<file path="src/rtl/package_sorter_param.sv">
// package_sorter_param: weigh-station package sorter.
// Classifies the scale reading into NUM_GRP weight groups using run-time
// programmable inclusive upper bounds. An item is counted once per placement,
// and only after its group has been stable for SETTLE consecutive samples.
// Per-group and total counters saturate. A sticky flag marks each group
// counter that has saturated.
module package_sorter_param #(
  parameter int WEIGHT_W = 12,
  parameter int NUM_GRP  = 6,
  parameter int CNT_W    = 8,
  parameter int SETTLE   = 2
) (
  input  logic                     clk,
  input  logic                     reset_n,
  input  logic [WEIGHT_W-1:0]      weight,
  input  logic                     cfg_we,
  input  logic [2:0]               cfg_idx,
  input  logic [WEIGHT_W-1:0]      cfg_data,
  input  logic                     clear,
  output logic [2:0]               cur_grp,
  output logic                     item_valid,
  output logic [2:0]               item_grp,
  output logic [NUM_GRP*CNT_W-1:0] grp_count,
  output logic [NUM_GRP-1:0]       grp_sat,
  output logic [CNT_W-1:0]         total,
  output logic                     cfg_rej,
  output logic                     busy
);

  localparam int               NUM_THR   = NUM_GRP - 1;
  localparam logic [2:0]       GRP_LAST  = 3'(NUM_GRP);
  localparam logic [2:0]       IDX_MAX   = 3'(NUM_GRP - 2);
  localparam logic [3:0]       SETTLE_N  = 4'(SETTLE);
  localparam logic [CNT_W-1:0] CNT_MAX   = {CNT_W{1'b1}};
  localparam logic [CNT_W-1:0] CNT_ONE   = {{(CNT_W-1){1'b0}}, 1'b1};

  typedef enum logic [1:0] {
    ST_IDLE    = 2'd0,
    ST_SETTLE  = 2'd1,
    ST_COUNTED = 2'd2
  } state_t;

  // Default upper bound for threshold idx; unused slots accept everything.
  function automatic logic [WEIGHT_W-1:0] thr_default(input int idx);
    logic [WEIGHT_W-1:0] v;
    case (idx)
      0:       v = WEIGHT_W'(32'd250);
      1:       v = WEIGHT_W'(32'd500);
      2:       v = WEIGHT_W'(32'd750);
      3:       v = WEIGHT_W'(32'd1500);
      4:       v = WEIGHT_W'(32'd2000);
      default: v = '1;
    endcase
    return v;
  endfunction

  // Saturating increment of a counter value.
  function automatic logic [CNT_W-1:0] sat_inc(input logic [CNT_W-1:0] v);
    logic [CNT_W-1:0] r;
    if (v == CNT_MAX) begin
      r = CNT_MAX;
    end else begin
      r = v + CNT_ONE;
    end
    return r;
  endfunction

  // A counter reaches its maximum on this increment (or is already there).
  function automatic logic hits_max(input logic [CNT_W-1:0] v);
    return (v == CNT_MAX) || (v == (CNT_MAX - CNT_ONE));
  endfunction

  logic [WEIGHT_W-1:0] thr [NUM_THR];
  logic [CNT_W-1:0]    cnt [NUM_GRP];
  state_t              state;
  logic [2:0]          hgrp;
  logic [3:0]          stab;
  logic                cfg_ok;
  logic                reg_now;
  logic                weight_zero;

  assign weight_zero = (weight == '0);

  // Threshold writes are only safe while nothing sits on the scale.
  assign cfg_ok = cfg_we && (state == ST_IDLE) && weight_zero && (cfg_idx <= IDX_MAX);

  // Classify the live reading: first threshold (lowest index) that holds it wins.
  always_comb begin
    cur_grp = GRP_LAST;
    if (weight_zero) begin
      cur_grp = 3'd0;
    end else begin
      for (int i = NUM_THR - 1; i >= 0; i--) begin
        if (weight <= thr[i]) begin
          cur_grp = 3'(i + 1);
        end
      end
    end
  end

  // Decide whether the current edge registers an item.
  always_comb begin
    reg_now = 1'b0;
    case (state)
      ST_IDLE: begin
        reg_now = !weight_zero && (SETTLE_N == 4'd1);
      end
      ST_SETTLE: begin
        reg_now = !weight_zero && (cur_grp == hgrp) && ((stab + 4'd1) == SETTLE_N);
      end
      default: begin
        reg_now = 1'b0;
      end
    endcase
  end

  // Threshold register file, reloaded with defaults on reset.
  always_ff @(posedge clk) begin
    if (!reset_n) begin
      for (int i = 0; i < NUM_THR; i++) begin
        thr[i] <= thr_default(i);
      end
    end else begin
      for (int i = 0; i < NUM_THR; i++) begin
        if (cfg_ok && (cfg_idx == 3'(i))) begin
          thr[i] <= cfg_data;
        end
      end
    end
  end

  // Flag a dropped threshold write one cycle after the strobe.
  always_ff @(posedge clk) begin
    if (!reset_n) begin
      cfg_rej <= 1'b0;
    end else begin
      cfg_rej <= cfg_we && !cfg_ok;
    end
  end

  // Item detection FSM with registered busy / item_valid / item_grp.
  always_ff @(posedge clk) begin
    if (!reset_n) begin
      state      <= ST_IDLE;
      hgrp       <= 3'd0;
      stab       <= 4'd0;
      busy       <= 1'b0;
      item_valid <= 1'b0;
      item_grp   <= 3'd0;
    end else begin
      item_valid <= reg_now;
      if (reg_now) begin
        // cur_grp equals hgrp whenever a SETTLE-state registration fires.
        item_grp <= cur_grp;
      end
      case (state)
        ST_IDLE: begin
          if (!weight_zero) begin
            hgrp  <= cur_grp;
            stab  <= 4'd1;
            busy  <= 1'b1;
            state <= reg_now ? ST_COUNTED : ST_SETTLE;
          end else begin
            busy  <= 1'b0;
          end
        end
        ST_SETTLE: begin
          if (weight_zero) begin
            // Reading vanished before settling: a glitch, not an item.
            state <= ST_IDLE;
            stab  <= 4'd0;
            busy  <= 1'b0;
          end else if (cur_grp != hgrp) begin
            hgrp  <= cur_grp;
            stab  <= 4'd1;
            busy  <= 1'b1;
          end else begin
            stab  <= stab + 4'd1;
            busy  <= 1'b1;
            if (reg_now) begin
              state <= ST_COUNTED;
            end
          end
        end
        ST_COUNTED: begin
          if (weight_zero) begin
            state <= ST_IDLE;
            stab  <= 4'd0;
            busy  <= 1'b0;
          end else begin
            busy  <= 1'b1;
          end
        end
        default: begin
          state <= ST_IDLE;
          stab  <= 4'd0;
          busy  <= 1'b0;
        end
      endcase
    end
  end

  // Per-group counters and sticky saturation flags; clear beats registration.
  always_ff @(posedge clk) begin
    if (!reset_n) begin
      for (int g = 0; g < NUM_GRP; g++) begin
        cnt[g] <= '0;
      end
      grp_sat <= '0;
    end else if (clear) begin
      for (int g = 0; g < NUM_GRP; g++) begin
        cnt[g] <= '0;
      end
      grp_sat <= '0;
    end else if (reg_now) begin
      for (int g = 0; g < NUM_GRP; g++) begin
        if (cur_grp == 3'(g + 1)) begin
          cnt[g] <= sat_inc(cnt[g]);
          if (hits_max(cnt[g])) begin
            grp_sat[g] <= 1'b1;
          end
        end
      end
    end
  end

  // Total item counter, saturating; clear beats registration.
  always_ff @(posedge clk) begin
    if (!reset_n) begin
      total <= '0;
    end else if (clear) begin
      total <= '0;
    end else if (reg_now) begin
      total <= sat_inc(total);
    end
  end

  // Pack the counters: group g+1 lives in slice [(g+1)*CNT_W-1 -: CNT_W].
  always_comb begin
    grp_count = '0;
    for (int g = 0; g < NUM_GRP; g++) begin
      grp_count[g*CNT_W +: CNT_W] = cnt[g];
    end
  end

endmodule

</file>
<file path="config.mk">
export PLATFORM = sky130hd
export DESIGN_NAME = package_sorter_param
export DESIGN_NICKNAME = d
export VERILOG_FILES = /design/src/rtl/package_sorter_param.sv
export SDC_FILE = /design/constraint.sdc
export NUM_CORES = 1
export LEC_CHECK = 0
export ABC_CLOCK_PERIOD_IN_PS = 10500
export BUFFER_PORTS_ARGS = -buffer_cell sky130_fd_sc_hd__buf_2
export CORE_ASPECT_RATIO = 0.7
export CORE_MARGIN = 1
export CORE_UTILIZATION = 46
export CTS_CLUSTER_DIAMETER = 50
export DETAILED_ROUTE_END_ITERATION = 8
export GPL_TIMING_DRIVEN = 1
export PLACE_DENSITY = 0.69
export SKIP_CTS_REPAIR_TIMING = 1
export SLEW_MARGIN = 20
export SYNTH_ARGS = -nofsm -noshare
export SYNTH_HDL_FRONTEND = slang
export SYNTH_SLANG_ARGS = --single-unit
</file>
<file path="constraint.sdc">
create_clock -name clk -period 10.5 [get_ports clk]
set_input_delay 1.05 -clock clk [delete_from_list [all_inputs] [get_ports clk]]
set_output_delay 1.05 -clock clk [all_outputs]
set_load 0.02 [all_outputs]
</file>
==> results.yml, run 1 <==
outcome:
  outcome: "finished, final reports clean"
grt:
  antenna_found_initial: 1
  grt_start_max_net_pins: 23
  grt_overflow: 0
  gr-usage-all-layers_pct: 22.5
  grt_pass1_wl_um: 30300
  grt_pass1_vias: 5691
logic_synthesis:
  synthArstFlopShare_pct: 0
  syn-num-nets: 876
  yosys_warnings: 0
  synth-seq-cells: 137
  ys.flop_type: "edfxtp_1"
  synth_edf_count: 108
  synth_area_um2: 7870
  synth-seq-area-share_pct: 48.6
  ys_top_cells_by_count: "edfxtp_1, ha_1, inv_1, nand2_1, a21oi_1"
  yosysTopAreaCell: "edfxtp_1"
  synthTopCellsByArea: "edfxtp_1, ha_1, dfxtp_1, inv_1, a21oi_1"
  synth.most_common_cell: "edfxtp_1"
  syn_inst: 770
  synth_cell_type_count: 67
  avgSynthCellArea_um2: 10.2
  synthDominantCellAreaShare_pct: 41.2
power:
  p_per_area_nw_per_um2: 146
  p_int_uw: 991
  net-switching-power_uw: 355
  ir_drop_mv: 0.0930
  clock_power_share_pct: 43.1
  swShare_pct: 26.4
  pwr-share-comb_pct: 10.9
  pwr-share-seq_pct: 46.1
  leakage_uw: 0.00390
sta:
  hold_viol: 0
  finalSetupTns_ps: 0
  worst-slew-pin-transition_ps: 978
  finalCritPeriodShare_pct: 42.8
  setup_viol: 0
  slew_headroom_pct: 34.5
  fmax_mhz: 223
  finalCriticalPeriod_ps: 4490
  clock_skew_ps: 12.5
  rsz0062_at_grt: "false"
  drv_slew: 0
route:
  drc_errors: 0
  routed_wl_um: 18900
  viasPerCell: 5.56
  drt-initial-drc-count: 542
  vias: 6213
  antenna_left: 0
  drtPass1Iterations: 5
  wl_per_cell_um: 16.9
setup_path:
  worstPathRequired_ps: 10550
  timing.rr.start: "thr[0][21]$_DFFE_PP_"
  start_kind: "input pin"
  endpoint_kind: "flop"
  arrival_ps: 4540
  critPathLaunch: "weight[9]"
  crit_type: "in2reg"
  crit_path_max_fanout: 22
cells_and_area:
  final_nets: 984
  final_layout_size_suffix_gt1_share_pct: 18.2
  n_fill_cell: 1414
  instances_no_fill: 1117
  synthToLayoutAreaGrowth_pct: 16.8
die:
  dieArea_um2: 17700
  core_um2: 16500
  ioPinCount: 102
  die_h_um: 111
  start_util_pct: 47.6
  die_width_um: 158
  core.rowCount: 39
place:
  gp_congestion: 0.905
  hpwl_um: 14000
  io_buffers: 101
  dp.cells: 1084
clock_network:
  clock_path_buffers: 2
  clk_pin_slew_worst_paths_ps: 60
  cts-root-buf: "clkbuf_16"
  cts_tree: "yes"
  h-tree-depth: 4
  clock_latency_ps: 420
  numCtsBuffers: 17
  clock_sinks: 137
flow_run:
  maxCapViolations: 0
hold_path:
  worstHoldStart: "grp_sat[1]$_SDFFE_PP0P_"
  holdCritPathClass: "reg2reg"
[per-stage QoR]
stage | instance area (µm²) | power (µW) | util (%) | setup WS, ps | hold slack [ps]
6_report | 9200 | 1350 | 55.6 | 6010 | 457
5_1_grt | 9200 | 1400 | 55.6 | 5790 | 480
4_1_cts | 9190 | 1350 | 55.6 | 5710 | 462
3_5_place_dp | 8620 | 776 | 52.1 | 5280 | 448
3_3_place_gp | 8620 | 773 | 52.1 | 5420 | 436
2_1_floorplan | 7870 | 727 | - | 6310 | 457
[critical path, cell delays in order]
cell	delay [ps]
buf_2	150
ha_1	320
a211o_1	340
a21oi_4	170
o211ai_2	120
o21ai_2	210
nand2b_4	210
a31oi_4	150
xnor2_2	790
nand2_1	350
o21ai_1	670
[cell families after synthesis]
family	Yosys count	share of synthesized area, %
flip-flops	137	48.6
XOR/XNOR	19	2.21
AND/OR/NAND/NOR	278	18.1
multiplexers	3	0.381
AO/OA/AOI/OAI	162	13.9
adder cells (fa/ha/maj)	75	11.9
buffers and inverters	96	4.85
[metal layers]
layer	up-vias	global-route usage (%)	wire [µm]
met1	2922	34.1	9650
li1	3061	-	-
met4	0	7.56	336
met2	204	30.8	7790
met5	-	0	0
met3	26	5.80	1140
[registers in the layout (all words and copies together) (netlist names)]
name        count
busy            1
thr            60
stab            4
state           2
grp_sat         6
cnt            48
cfg_rej         1
total           8
item_valid      1
item_grp        3
hgrp            3
[worst paths after layout]
path	to	slack (ps)	cells past startpoint
max	cnt[4][7]$_SDFFCE_PN0P_	6010	11
min	grp_sat[1]$_SDFFE_PP0P_	460	2
max reg2reg	cnt[4][7]$_SDFFCE_PN0P_	6450	11
min reg2reg	grp_sat[1]$_SDFFE_PP0P_	460	2
[cell usage in the layout (no fill, tap or decap), drive strengths merged, types with 6 or more instances in the layout]
cell type	n
and3	18
o21ai	30
edfxtp	108
nand2	69
nand2b	12
nor2b	6
xor2	13
o211ai	9
buf	108
ha	75
and2	14
nand4	23
nor3	18
a31oi	15
clkbuf	20
a21oi	59
dfxtp	29
xnor2	6
nor2	52
a211oi	13
inv	79
nand3	41
[power by group through the flow]
stage	Combinational, µW	Clock [µW]	Sequential, µW
2_1_floorplan	90.5	0	636
3_3_place_gp	143	0	630
3_5_place_dp	145	0	631
4_1_cts	146	589	619
5_1_grt	160	614	623
6_report	146	580	620
[layout make-up]
cell class	count	area (µm²)	area share, %
antenna	1	2.50	0.0272
clock buffer	20	457	4.97
clock inverter	12	116	1.27
inverter	77	289	3.14
multi-input combinational	537	3670	39.9
sequential	137	3820	41.6
tap	225	282	3.06
timing repair buffer	108	558	6.07
(Power assumes the default switching activity.)
==> run 2: changes to the inputs <==
--- a/config.mk
+++ b/config.mk
@@ -5,7 +5,8 @@
 export SDC_FILE = /design/constraint.sdc
 export NUM_CORES = 1
 export LEC_CHECK = 0
-export ABC_CLOCK_PERIOD_IN_PS = 10500
+export ABC_AREA = 1
+export ABC_CLOCK_PERIOD_IN_PS = 4350
 export BUFFER_PORTS_ARGS = -buffer_cell sky130_fd_sc_hd__buf_2
 export CORE_ASPECT_RATIO = 0.7
 export CORE_MARGIN = 1
==> constraint.sdc (replaced) <==
create_clock -name clk -period 4.35 [get_ports clk]
set_input_delay 0.435 -clock clk [delete_from_list [all_inputs] [get_ports clk]]
set_output_delay 0.435 -clock clk [all_outputs]
set_load 0.02 [all_outputs]
==> results.yml, run 2 <==
grt:
  use_met1_pct: 32.0
  grt_pass1_vias: 5836
  grt_overflow: 0
  grt_busiest_layer: "met1"
  gr-usage-all-layers_pct: 20.6
  antenna_found_initial: 1
  met3_usage_pct: 4.18
  met2_usage_pct: 28.4
  grt_pass1_wl_um: 29100
  grt_start_max_net_pins: 20
cells_and_area:
  final_nets: 1182
  num_antenna_cells: 0
  reg_top3: "thr x60, cnt x48, total x8"
  top_register: "thr"
  final_layout_size_suffix_gt1_share_pct: 15.2
  fin_area_um2: 9570
  utilization_pct: 55.4
  register_area_um2: 3820
  n_fill_cell: 1607
  final_cell_mix: "nand2_1, inv_1, nor2_1"
  mostFrequentLayoutCell: "nand2_1"
  largest_reg_flops: 60
  synthToLayoutAreaGrowth_pct: 17.4
  multi_input_area_um2: 3590
power:
  p_int_uw: 2570
  pwr-share-comb_pct: 10.5
  leakage_uw: 0.00458
  swShare_pct: 24.2
  ir_drop_mv: 0.250
  p_per_area_nw_per_um2: 354
  clock_power_share_pct: 45.6
  net-switching-power_uw: 820
  pwr-share-seq_pct: 43.9
logic_synthesis:
  synth_compound_area_share_pct: 6.46
  ys_top_cells_by_count: "nand2_1, inv_1, nor2_1, edfxtp_1, ha_1"
  avgSynthCellArea_um2: 8.50
  synth.area.mux_share_pct: 0
  synth_area_um2: 8150
  synth_fa_ha_area_share_pct: 11.5
  synthArstFlopShare_pct: 0
  syn_inst: 959
  synth-seq-cells: 137
  synth.most_common_cell: "nand2_1"
  synthDominantCellAreaShare_pct: 39.8
  synth_cell_type_count: 36
  synthTopCellsByArea: "edfxtp_1, ha_1, nand2_1, inv_1, dfxtp_1"
  ys.flop_type: "edfxtp_1"
  syn-num-nets: 1065
  synth-seq-area-share_pct: 46.9
  synth_top_family_by_area: "simple AND/OR/NAND/NOR gates"
  yosysTopAreaCell: "edfxtp_1"
  synthSimpleGateAreaFrac_pct: 24.8
  synth_edf_count: 108
  yosys_warnings: 0
  synth_xor_area_share_pct: 1.18
flow_run:
  maxCapViolations: 0
clock_network:
  numCtsBuffers: 17
  cts_tree: "yes"
  cts-root-buf: "clkbuf_16"
  clock_sinks: 137
  h-tree-depth: 4
  clock_path_buffers: 2
  clk_pin_slew_worst_paths_ps: 60
  clock_latency_ps: 420
sta:
  drv_slew: 0
  hold_viol: 0
  finalSetupTns_ps: 0
  setup_ws_ps: 914
  setup_viol: 0
  slew_headroom_pct: 44.2
  finalCriticalPeriod_ps: 3440
  finalCritPeriodShare_pct: 79.0
  hold_slack_ps: 287
  clock_skew_ps: 4.95
  fmax_mhz: 291
  rsz0062_at_grt: "false"
  worst-slew-pin-transition_ps: 834
place:
  io_buffers: 101
  gp_congestion: 0.862
  pre_cts_ws_ps: 685
  hpwl_um: 13400
  placed_area_um2: 8940
setup_path:
  endpoint_kind: "flop"
  worstPathRequired_ps: 4400
  crit_path_max_fanout: 15
  rrSetupSlack_ps: 910
  arrival_ps: 3480
  start_kind: "flop"
  crit_type: "reg2reg"
route:
  routed_wl_um: 17800
  vias: 6441
  viasPerCell: 4.88
  antenna_left: 0
  drtPass1Iterations: 7
  drc_errors: 0
  wl_per_cell_um: 13.5
  drt-initial-drc-count: 406
die:
  dieArea_um2: 18300
  start_util_pct: 47.2
  ioPinCount: 102
  die_h_um: 113
  core_um2: 17300
  core.rowCount: 40
  die_width_um: 161
hold_path:
  holdCritPathClass: "in2reg"
outcome:
  outcome: "finished, final reports clean"
==> run 2: cell count changes after synthesis, moves of 10 or more <==
cell      before  now
nand2_1       69  199
inv_1         75  183
nor2_1        50  118
and3_1        18    0
a31oi_1       14    0
and2_1        14    3
nand2b_1      11    0
nor2_2         2   13
a211oi_1      11    1
nand3_1       41   51
==> run 2: metal layers <==
layer,vias to the layer above,wire (µm)
met5,-,10
met4,2,185
met3,14,1020
met2,161,7090
met1,2903,9460
li1,3361,-
==> run 2: layout make-up <==
type                       instances  area share (%)
clock inverter                    14            2.12
tap                              231            3.02
sequential                       137            40.0
clock buffer                      18            4.49
timing repair buffer             107            5.75
multi-input combinational        630            37.5
inverter                         183            7.18
==> run 2: power groups by stage <==
| stage | clock network [µW] | logic [µW] | registers [µW] |
|---|---|---|---|
| 2_1_floorplan | 0 | 215 | 1540 |
| 3_3_place_gp | 0 | 349 | 1510 |
| 3_5_place_dp | 0 | 356 | 1510 |
| 4_1_cts | 1560 | 358 | 1490 |
| 5_1_grt | 1620 | 403 | 1490 |
| 6_report | 1550 | 357 | 1490 |
==> run 2: worst paths after layout <==
check | from | end | depth (start not counted)
setup / recovery | thr[0][35]$_DFFE_PP_ | cnt[1][2]$_SDFFCE_PN0P_ | 17
hold / removal | cfg_data[4] | thr[0][28]$_SDFFCE_PP0P_ | 3
setup reg to reg | thr[0][35]$_DFFE_PP_ | cnt[1][2]$_SDFFCE_PN0P_ | 17
hold reg to reg | grp_sat[2]$_SDFFE_PP0P_ | grp_sat[2]$_SDFFE_PP0P_ | 2
==> run 2: cell families after synthesis <==
logic type               Yosys count
AND/OR/NAND/NOR                  445
buffers and inverters            192
flip-flops                       137
AO/OA/AOI/OAI                     99
adder cells (fa/ha/maj)           75
XOR/XNOR                          11
==> run 2: worst max-delay path, stage by stage (launching register included) <==
cell	delay (ps)
edfxtp_1	320
inv_1	40
ha_1	290
nand2_1	70
nor2_1	220
and2_1	190
nand4_1	100
nand2_1	120
inv_1	50
nand2_1	50
nand2_1	90
nand2_1	120
nand2_1	120
nand2_1	140
nand2_1	100
nor2_4	170
nand2_2	220
o21ai_1	650
==> run 2: stage by stage <==
stage	std cells	power, µW
global placement	1288	1860
CTS	1320	3410
global route	1320	3520
finish	1320	3390
floorplan	959	1750
detailed placement	1288	1870
==> run 3: changes to the inputs <==
--- a/config.mk
+++ b/config.mk
@@ -6,7 +6,7 @@
 export NUM_CORES = 1
 export LEC_CHECK = 0
 export ABC_AREA = 1
-export ABC_CLOCK_PERIOD_IN_PS = 4350
+export ABC_CLOCK_PERIOD_IN_PS = 3000
 export BUFFER_PORTS_ARGS = -buffer_cell sky130_fd_sc_hd__buf_2
 export CORE_ASPECT_RATIO = 0.7
 export CORE_MARGIN = 1
@@ -14,7 +14,7 @@
 export CTS_CLUSTER_DIAMETER = 50
 export DETAILED_ROUTE_END_ITERATION = 8
 export GPL_TIMING_DRIVEN = 1
-export PLACE_DENSITY = 0.69
+export PLACE_DENSITY = 0.71
 export SKIP_CTS_REPAIR_TIMING = 1
 export SLEW_MARGIN = 20
 export SYNTH_ARGS = -nofsm -noshare
==> constraint.sdc (replaced) <==
create_clock -name clk -period 3 [get_ports clk]
set_input_delay 0.3 -clock clk [delete_from_list [all_inputs] [get_ports clk]]
set_output_delay 0.3 -clock clk [all_outputs]
set_load 0.02 [all_outputs]
==> results.yml, run 3 (synthesis results as in run 2) <==
sta:
  fmax_mhz: 355
  slew_headroom_pct: 68.0
  hold_viol: 0
  drv_slew: 0
  rsz0062_at_grt: "false"
  worst-slew-pin-transition_ps: 476
  clock_skew_ps: 9.37
  setup_ws_ps: 186
  finalCriticalPeriod_ps: 2810
  setup_viol: 0
  finalSetupTns_ps: 0
  hold_slack_ps: 165
  finalCritPeriodShare_pct: 93.8
cells_and_area:
  top_register: "thr"
  n_fill_cell: 1550
  synthToLayoutAreaGrowth_pct: 20.7
  reg_top3: "thr x60, cnt x48, total x8"
  final_layout_size_suffix_gt1_share_pct: 18.8
  largest_reg_flops: 60
  final_cell_mix: "nand2_1, inv_1, nor2_1"
  register_area_um2: 3820
  multi_input_area_um2: 3670
  mostFrequentLayoutCell: "nand2_1"
  num_antenna_cells: 0
  final_nets: 1209
setup_path:
  cp_slowest_cell: "edfxtp_1"
  arrival_ps: 2510
  cp_top_family: "simple AND/OR/NAND/NOR gates"
  path_buf_inv: 5
  worstPathRequired_ps: 2700
  critPathMaxStageDelay_ps: 310
  path_cells: "inv_1 -> ha_1 -> nand2_1 -> nor2_1 -> and2_4 -> nand2_1 -> nand3_1 -> nand2_1 -> nor2_4 -> nand2_2 -> buf_4 -> inv_1 -> buf_4 -> buf_2"
  crit_path_frequent_cell: "nand2_1"
  crit_path_max_fanout: 5
  critPathLaunch: "thr[0][23]$_DFFE_PP_"
  timing.rr.start: "thr[0][23]$_DFFE_PP_"
  endpoint_kind: "primary output"
  crit_type: "reg2out"
  start_kind: "flop"
place:
  pre_cts_ws_ps: 35.4
  io_buffers: 101
  hpwl_um: 14200
  gp_congestion: 0.870
route:
  viasPerCell: 4.97
  drc_errors: 0
  drt-initial-drc-count: 621
  wl_per_cell_um: 13.9
  antenna_left: 0
  drtPass1Iterations: 5
  routed_wl_um: 18700
  vias: 6690
clock_network:
  clock_latency_ps: 420
  cts-root-buf: "clkbuf_16"
  clock_path_buffers: 2
  numCtsBuffers: 17
  cts_tree: "yes"
  h-tree-depth: 4
  clk_pin_slew_worst_paths_ps: 60
  clock_sinks: 137
die:
  start_util_pct: 47.2
  core.rowCount: 40
  die_h_um: 113
  core_um2: 17300
  dieArea_um2: 18300
  die_width_um: 161
  ioPinCount: 102
power:
  total_power_uw: 4800
  ir_drop_mv: 0.392
  p_per_area_nw_per_um2: 487
  leakage_uw: 0.00470
flow_run:
  maxCapViolations: 0
hold_path:
  holdCritPathClass: "in2reg"
  worstHoldStart: "cfg_data[4]"
grt:
  grt_start_max_net_pins: 21
  gr-usage-all-layers_pct: 21.4
  grt_overflow: 0
  grt_pass1_vias: 6162
  antenna_found_initial: 0
  grt_pass1_wl_um: 30400
outcome:
  outcome: "finished, final reports clean"
## run 3: tightest hold or removal path: stages
cell and delay, ps:
buf_2 90, nand2_1 50, inv_1 40
## run 3: stage by stage
| step | util [%] | cells | area [µm²] |
|---|---|---|---|
| 2_1_floorplan | - | 959 | 8150 |
| 3_3_place_gp | 53.1 | 1314 | 9170 |
| 3_5_place_dp | 53.1 | 1314 | 9170 |
| 4_1_cts | 56.4 | 1346 | 9750 |
| 5_1_grt | 57.0 | 1347 | 9840 |
| 6_report | 57.0 | 1347 | 9840 |
## run 3: final cells by class
type / instances / area share, %
repair buffers: 134 / 8.07
well taps: 231 / 2.94
flip-flops and latches: 137 / 38.9
clock inverters: 7 / 0.941
inverters: 183 / 6.98
multi-input cells: 630 / 37.3
clock buffers: 25 / 4.93
## run 3: final timing paths
path	endpoint	slack, ps	depth (start not counted)
hold / removal	thr[0][28]$_SDFFCE_PP0P_	160	3
setup reg to reg	cnt[3][4]$_SDFFCE_PN0P_	240	19
hold reg to reg	grp_sat[2]$_SDFFE_PP0P_	470	2
setup / recovery	cur_grp[2]	190	14
## run 3: routing by layer
layer | GRT usage [%] | part of all wire, % | wire (µm) | vias up
met4 | 5.53 | 1.2 | 216 | 0
met5 | 0 | 0 | 0 | -
li1 | - | - | - | 3419
met1 | 32.3 | 51 | 9580 | 3078
met3 | 4.65 | 6.6 | 1240 | 18
met2 | 30.7 | 41 | 7650 | 175
## run 3: power by group
group	internal (µW)	switching, µW	leakage (µW)	total [µW]
Sequential	2100	56.0	0.00129	2160
Clock	1290	759	0.000273	2050
Combinational	210	381	0.00314	591
